**src/rtl/jtopl_seq.sv**
```systemverilog
// jtopl_seq: slot sequencer and register-write scheduler for the OPL core.
//
// Divides the external clock enable into the operator enable, walks the
// operator slots of a frame, raises the frame-start and sample strobes, and
// issues queued CPU register writes to the register bank at most once per
// operator cycle.
//
// Build option:
//   JTOPL_WRFIFO_EN  defined     -> DEPTH-entry write FIFO
//                    not defined -> single holding register (DEPTH ignored)
//
// Ports:
//   clk, rst_n       clock, asynchronous active-low reset
//   cen              external clock enable
//   din, addr, write CPU bus (addr 0 = index latch, 1 = data port)
//   busy             write queue full (registered)
//   lost             sticky: a data write was dropped
//   cenop            operator enable, one clk wide
//   slot             current operator slot
//   zero             frame-start pulse (cenop at slot 0)
//   sample           output-sample strobe, clk after the last-slot cenop
//   reg_we           register-bank write strobe
//   reg_addr/reg_din register-bank index/data, held between pops
module jtopl_seq #(
    parameter int DIV   = 4,
    parameter int SLOTS = 18,
    parameter int DEPTH = 4
) (
    input  logic       clk,
    input  logic       rst_n,
    input  logic       cen,
    input  logic [7:0] din,
    input  logic       addr,
    input  logic       write,
    output logic       busy,
    output logic       lost,
    output logic       cenop,
    output logic [4:0] slot,
    output logic       zero,
    output logic       sample,
    output logic       reg_we,
    output logic [7:0] reg_addr,
    output logic [7:0] reg_din
);
    localparam int            CW       = (DIV > 1) ? $clog2(DIV) : 1;
    localparam logic [CW-1:0] CNT_MAX  = CW'(DIV - 1);
    localparam logic [4:0]    SLOT_MAX = 5'(SLOTS - 1);

    if (DEPTH < 2 || (DEPTH & (DEPTH - 1)) != 0) begin : g_bad_depth
        $error("jtopl_seq: DEPTH must be a power of two, at least 2");
    end

    logic [CW-1:0] cnt;
    logic [7:0]    idx;
    logic          push_req;
    logic          full;
    logic          pop;
    logic [15:0]   head;

    // rst_n is folded in so downstream logic never sees an enable during reset.
    assign cenop    = cen & (cnt == CNT_MAX) & rst_n;
    assign zero     = cenop & (slot == 5'd0);
    assign push_req = write & addr;

    always_ff @(posedge clk or negedge rst_n) begin
        if (!rst_n) begin
            cnt    <= '0;
            slot   <= 5'd0;
            sample <= 1'b0;
        end else begin
            if (cen) begin
                cnt <= (cnt == CNT_MAX) ? '0 : cnt + CW'(1);
            end
            if (cenop) begin
                slot <= (slot == SLOT_MAX) ? 5'd0 : slot + 5'd1;
            end
            sample <= cenop & (slot == SLOT_MAX);
        end
    end

    always_ff @(posedge clk or negedge rst_n) begin
        if (!rst_n) begin
            idx      <= 8'd0;
            lost     <= 1'b0;
            reg_we   <= 1'b0;
            reg_addr <= 8'd0;
            reg_din  <= 8'd0;
        end else begin
            if (write && !addr) begin
                idx <= din;
            end
            if (push_req && full) begin
                lost <= 1'b1;
            end
            reg_we <= pop;
            if (pop) begin
                {reg_addr, reg_din} <= head;
            end
        end
    end

`ifdef JTOPL_WRFIFO_EN
    localparam int AW = $clog2(DEPTH);

    logic [15:0] mem [DEPTH];
    logic [AW-1:0] wr_ptr;
    logic [AW-1:0] rd_ptr;
    logic [AW:0]   count;
    logic [AW:0]   count_nxt;
    logic          push;

    // Pop looks at the registered occupancy, so an entry pushed into an
    // empty FIFO on a cenop edge waits for the following cenop.
    assign full = busy;
    assign pop  = cenop & (count != '0);
    assign push = push_req & ~full;
    assign head = mem[rd_ptr];

    always_comb begin
        count_nxt = count;
        if (push && !pop) begin
            count_nxt = count + (AW+1)'(1);
        end else if (pop && !push) begin
            count_nxt = count - (AW+1)'(1);
        end
    end

    always_ff @(posedge clk) begin
        if (push) begin
            mem[wr_ptr] <= {idx, din};
        end
    end

    always_ff @(posedge clk or negedge rst_n) begin
        if (!rst_n) begin
            wr_ptr <= '0;
            rd_ptr <= '0;
            count  <= '0;
            busy   <= 1'b0;
        end else begin
            if (push) begin
                wr_ptr <= wr_ptr + AW'(1);
            end
            if (pop) begin
                rd_ptr <= rd_ptr + AW'(1);
            end
            count <= count_nxt;
            busy  <= (count_nxt == (AW+1)'(DEPTH));
        end
    end
`else
    logic        hold_vld;
    logic [15:0] hold;

    // A write arriving on the issuing cenop still sees the slot occupied
    // and is dropped.
    assign full = hold_vld;
    assign busy = hold_vld;
    assign pop  = cenop & hold_vld;
    assign head = hold;

    always_ff @(posedge clk or negedge rst_n) begin
        if (!rst_n) begin
            hold_vld <= 1'b0;
            hold     <= 16'd0;
        end else if (pop) begin
            hold_vld <= 1'b0;
        end else if (push_req && !hold_vld) begin
            hold_vld <= 1'b1;
            hold     <= {idx, din};
        end
    end
`endif

endmodule

```
**config.mk**
```make
export PLATFORM = sky130hd
export DESIGN_NAME = jtopl_seq
export DESIGN_NICKNAME = d
export VERILOG_FILES = /design/src/rtl/jtopl_seq.sv
export SDC_FILE = /design/constraint.sdc
export NUM_CORES = 1
export LEC_CHECK = 0
export CAP_MARGIN = 0
export CORE_MARGIN = 2
export CORE_UTILIZATION = 35
export DETAILED_ROUTE_END_ITERATION = 6
export DONT_BUFFER_PORTS = 1
export HOLD_SLACK_MARGIN = 0.08
export PLACE_DENSITY = 0.5
export RECOVER_POWER = 50
export SLEW_MARGIN = 25
export SYNTH_ARGS = -nofsm -noshare
export SYNTH_HDL_FRONTEND = slang
export SYNTH_SLANG_ARGS = --single-unit
```
**constraint.sdc**
```tcl
create_clock -name clk -period 3.1 [get_ports clk]
set_input_delay 0.62 -clock clk [delete_from_list [all_inputs] [get_ports clk]]
set_output_delay 0.62 -clock clk [all_outputs]
set_load 0.05 [all_outputs]
```
==> flow_summary_export.csv <==
group,metric,value,unit
floorplan,core_region_area,5851,µm²
worst_setup_path,cpPeakStageDelay,0.71,ns
floorplan,die_area,6593,µm²
final_layout,fillCellCount,549,
clocking,post_cts_resized,0,
clocking,clock_sinks,51,
worst_setup_path,worstReg2RegEnd,"reg_din[0]",
detailed_routing,routed_wl,3543,µm
worst_setup_path,arrival,2.69,ns
worst_setup_path,crit_type,"reg2reg",
place,gp_congestion,0.6475,
place,dp.cells,200,
clocking,cts_tree,"yes",
logic_synthesis,synthesis.area,2086,µm²
timing,worst_pin_slew,0.8012,ns
timing,period_share,81.06,%
worst_setup_path,required,3.28,ns
floorplan,num_rows,28,
worst_setup_path,critPathSlowestCell,"clkinvlp_2",
final_layout,nets,150,
logic_synthesis,netlist_top_cells_area,"dfrtp_1 61%, mux2_2 18%, mux2_4 6.5%",
timing,rsz0062_at_grt,"no",
clocking,clock_latency,0.29,ns
worst_setup_path,cp_max_fo,17,
grt,grt_max_degree,52,
grt,grtUsageTotal,12.37,%
worst_setup_path,path_cells,"ha_1 > nand3_1 > clkinvlp_2 > nand2_8 > mux2_2",
final_layout,area_delta_synth_final,7.499,%
worst_setup_path,critPathLaunchType,"flop",
timing,setup_viol,0,
grt,gr-total-overflow,0,
final_layout,drive_gt1_share,42.86,%
clocking,cts_max_path_buffers,2,
logic_synthesis,ys_warn_count,0,
place,dpl.hpwl,2321,µm
logic_synthesis,synth_seq_cells,51,
final_layout,regArea,1276,µm²
detailed_routing,post_drt_wl_per_cell,17.03,µm
clocking,numCtsBuffers,5,
outcome,run_status,"finished clean",
grt,grt_pass1_vias,1200,
clocking,clockRootBuffer,"clkbuf_8",
detailed_routing,drc,0,
logic_synthesis,syn_nets,145,
power_and_ir_drop,power_density,1084,nW/µm²
power_and_ir_drop,ir_drop,0.5871,mV
timing,fin_crit,2.513,ns
timing,finalClockSkew,0.002688,ns
final_layout,final_area,2242,µm²
detailed_routing,dr.pass1.iters,3,
worst_setup_path,critPathCapture,"reg_din[0]",
final_layout,final_cells,208,
place,post_dp_cell_area,2143,µm²
timing,fmax,397.9,MHz
final_layout,antenna_cells,0,
logic_synthesis,synth_top_area_cell,"dfrtp_1",
timing,relSlewSlack,46.29,%
logic_synthesis,ys_types,25,
floorplan,start_util,35.65,%
place,port_buffers,0,
logic_synthesis,synth-seq-area-share,61.19,%
final_layout,multi_input_area,740.7,µm²
detailed_routing,drtIter0Drc,32,
floorplan,die_h,81.20,µm
power_and_ir_drop,leakagePower,0.001042,µW
timing,finalHoldViolations,0,
worst_setup_path,setup.worst_path.start,"cnt[0]",
grt,grt_pass1_wl,6016,µm
floorplan,fp.dieW,81.20,µm
job,cap_viol_max_count,0,
timing,maxSlewViolCount,0,
worst_setup_path,r2r_start,"cnt[0]",
clocking,clk_pin_slew,0.08,ns
logic_synthesis,synthCells,128,
clocking,htreeDepth,2,
worst_setup_path,end_kind,"flop",
worst_hold_path,hold_class,"in2async",
detailed_routing,via_per_inst,4.889,
grt,antenna_found_initial,0,
timing,fin_setup_tns,0,ns
floorplan,io_pins,40,
logic_synthesis,synth_area_per_cell,16.29,µm²
logic_synthesis,synth_top_cell_area_share,61.19,%
detailed_routing,ant_nets,0,
worst_setup_path,reg2reg_depth,5,
detailed_routing,route.vias.total,1017,
worst_setup_path,rrSetupSlack,0.59,ns
==> repair_timing <==
item,4_1_cts,5_1_grt
hold buffers,1,0
buffers inserted,0,0
setup endpoints to repair,0,0
hold endpoints to repair,51,0
==> metrics by stage <==
stage	total power, µW	util, %	hold slack, ns	setup slack (ns)
after floorplan	1967	-	0.3244	1.166
after global placement	2036	36.63	0.3258	1.118
after detailed placement	2081	36.63	0.3263	1.083
after CTS	2482	38.60	0.1707	0.7458
after global routing	2578	38.32	0.1661	0.4285
final	2431	38.32	0.1765	0.5871
==> flip-flops by register name, indices dropped and copies added (netlist names) <==
signal / count
reg_we: 1
cnt: 2
slot: 5
lost: 1
busy: 1
head: 16
reg_din: 8
idx: 8
sample: 1
reg_addr: 8
==> worst min path at each step <==
| stage | start | end | slack, ns | cells after the start |
|---|---|---|---|---|
| after floorplan | rst_n | busy | 0.32 | 0 |
| after global placement | rst_n | reg_addr[5] | 0.33 | 0 |
| after detailed placement | rst_n | reg_addr[5] | 0.33 | 0 |
| after CTS | rst_n | reg_addr[2] | 0.17 | 1 |
| after global routing | rst_n | reg_din[2] | 0.17 | 1 |
| final | rst_n | reg_addr[7] | 0.18 | 1 |
==> layout make-up <==
| type | count | area share, % |
|---|---|---|
| flip-flops and latches | 51 | 56.92 |
| clock buffers | 6 | 3.683 |
| repair buffers | 1 | 1.228 |
| well taps | 75 | 4.185 |
| clock inverters | 1 | 0.2232 |
| multi-input cells | 70 | 33.04 |
| inverters | 4 | 0.7254 |
==> synth_stat cells <==
library cell / number
mux2_1: 2
mux2_4: 9
nand3b_4: 1
nand2_1: 3
buf_12: 1
inv_6: 1
nand2b_1: 1
a22o_2: 1
nor2_1: 5
buf_2: 1
ha_1: 4
nand3_4: 1
buf_6: 1
nand4_1: 1
and2_2: 1
a31o_2: 1
nand2_8: 1
o21ai_0: 1
and3_1: 2
inv_1: 3
a22o_1: 1
mux2_2: 33
dfrtp_1: 51
xnor2_1: 1
and4bb_2: 1
==> cell usage in the layout (no fill, tap or decap) <==
cell,instances
nand2_1,3
a22o_1,1
dfrtp_1,51
nand2b_1,1
nand3_1,1
clkinvlp_2,1
and3_1,2
ha_1,4
xnor2_1,1
and4bb_2,1
clkinv_2,1
mux2_4,9
mux2_2,33
o21ai_0,1
mux2_1,2
nand4_1,1
nor2_1,5
inv_1,3
nand2_8,1
and2_2,1
a31o_2,1
a22o_2,1
nand3b_4,1
clkbuf_8,6
buf_16,1
==> power by group <==
group	switching, µW	total, µW	internal (µW)
registers	673	1600	924
logic	157	459	302
clock network	200	376	175
total	1030	2430	1400
==> worst max-delay path: cells and delay by family, from the launching register on <==
kind | cells | cell delay [ns]
buffers and inverters | 1 | 0.71
DFF | 1 | 0.40
adders and majority gates | 1 | 0.22
and+or+nand+nor | 2 | 0.68
muxes | 1 | 0.38
==> cell families after synthesis <==
kind of cell	after synthesis	share of synthesized area, %
buf+inv	7	2.699
mux	44	25.38
compound gates	4	1.560
flops	51	61.19
fa+ha+maj	4	2.400
xor+xnor	1	0.4200
simple gates	17	6.359
==> per-layer routing <==
layer / share of wire, % / global-route usage, % / vias up
met2: 50 / 21.49 / 28
li1: - / - / 454
met4: 1.7 / 4.576 / 0
met5: 0 / 0 / -
met1: 41 / 13.29 / 530
met3: 7.8 / 5.444 / 5
(Power assumes the default switching activity.)
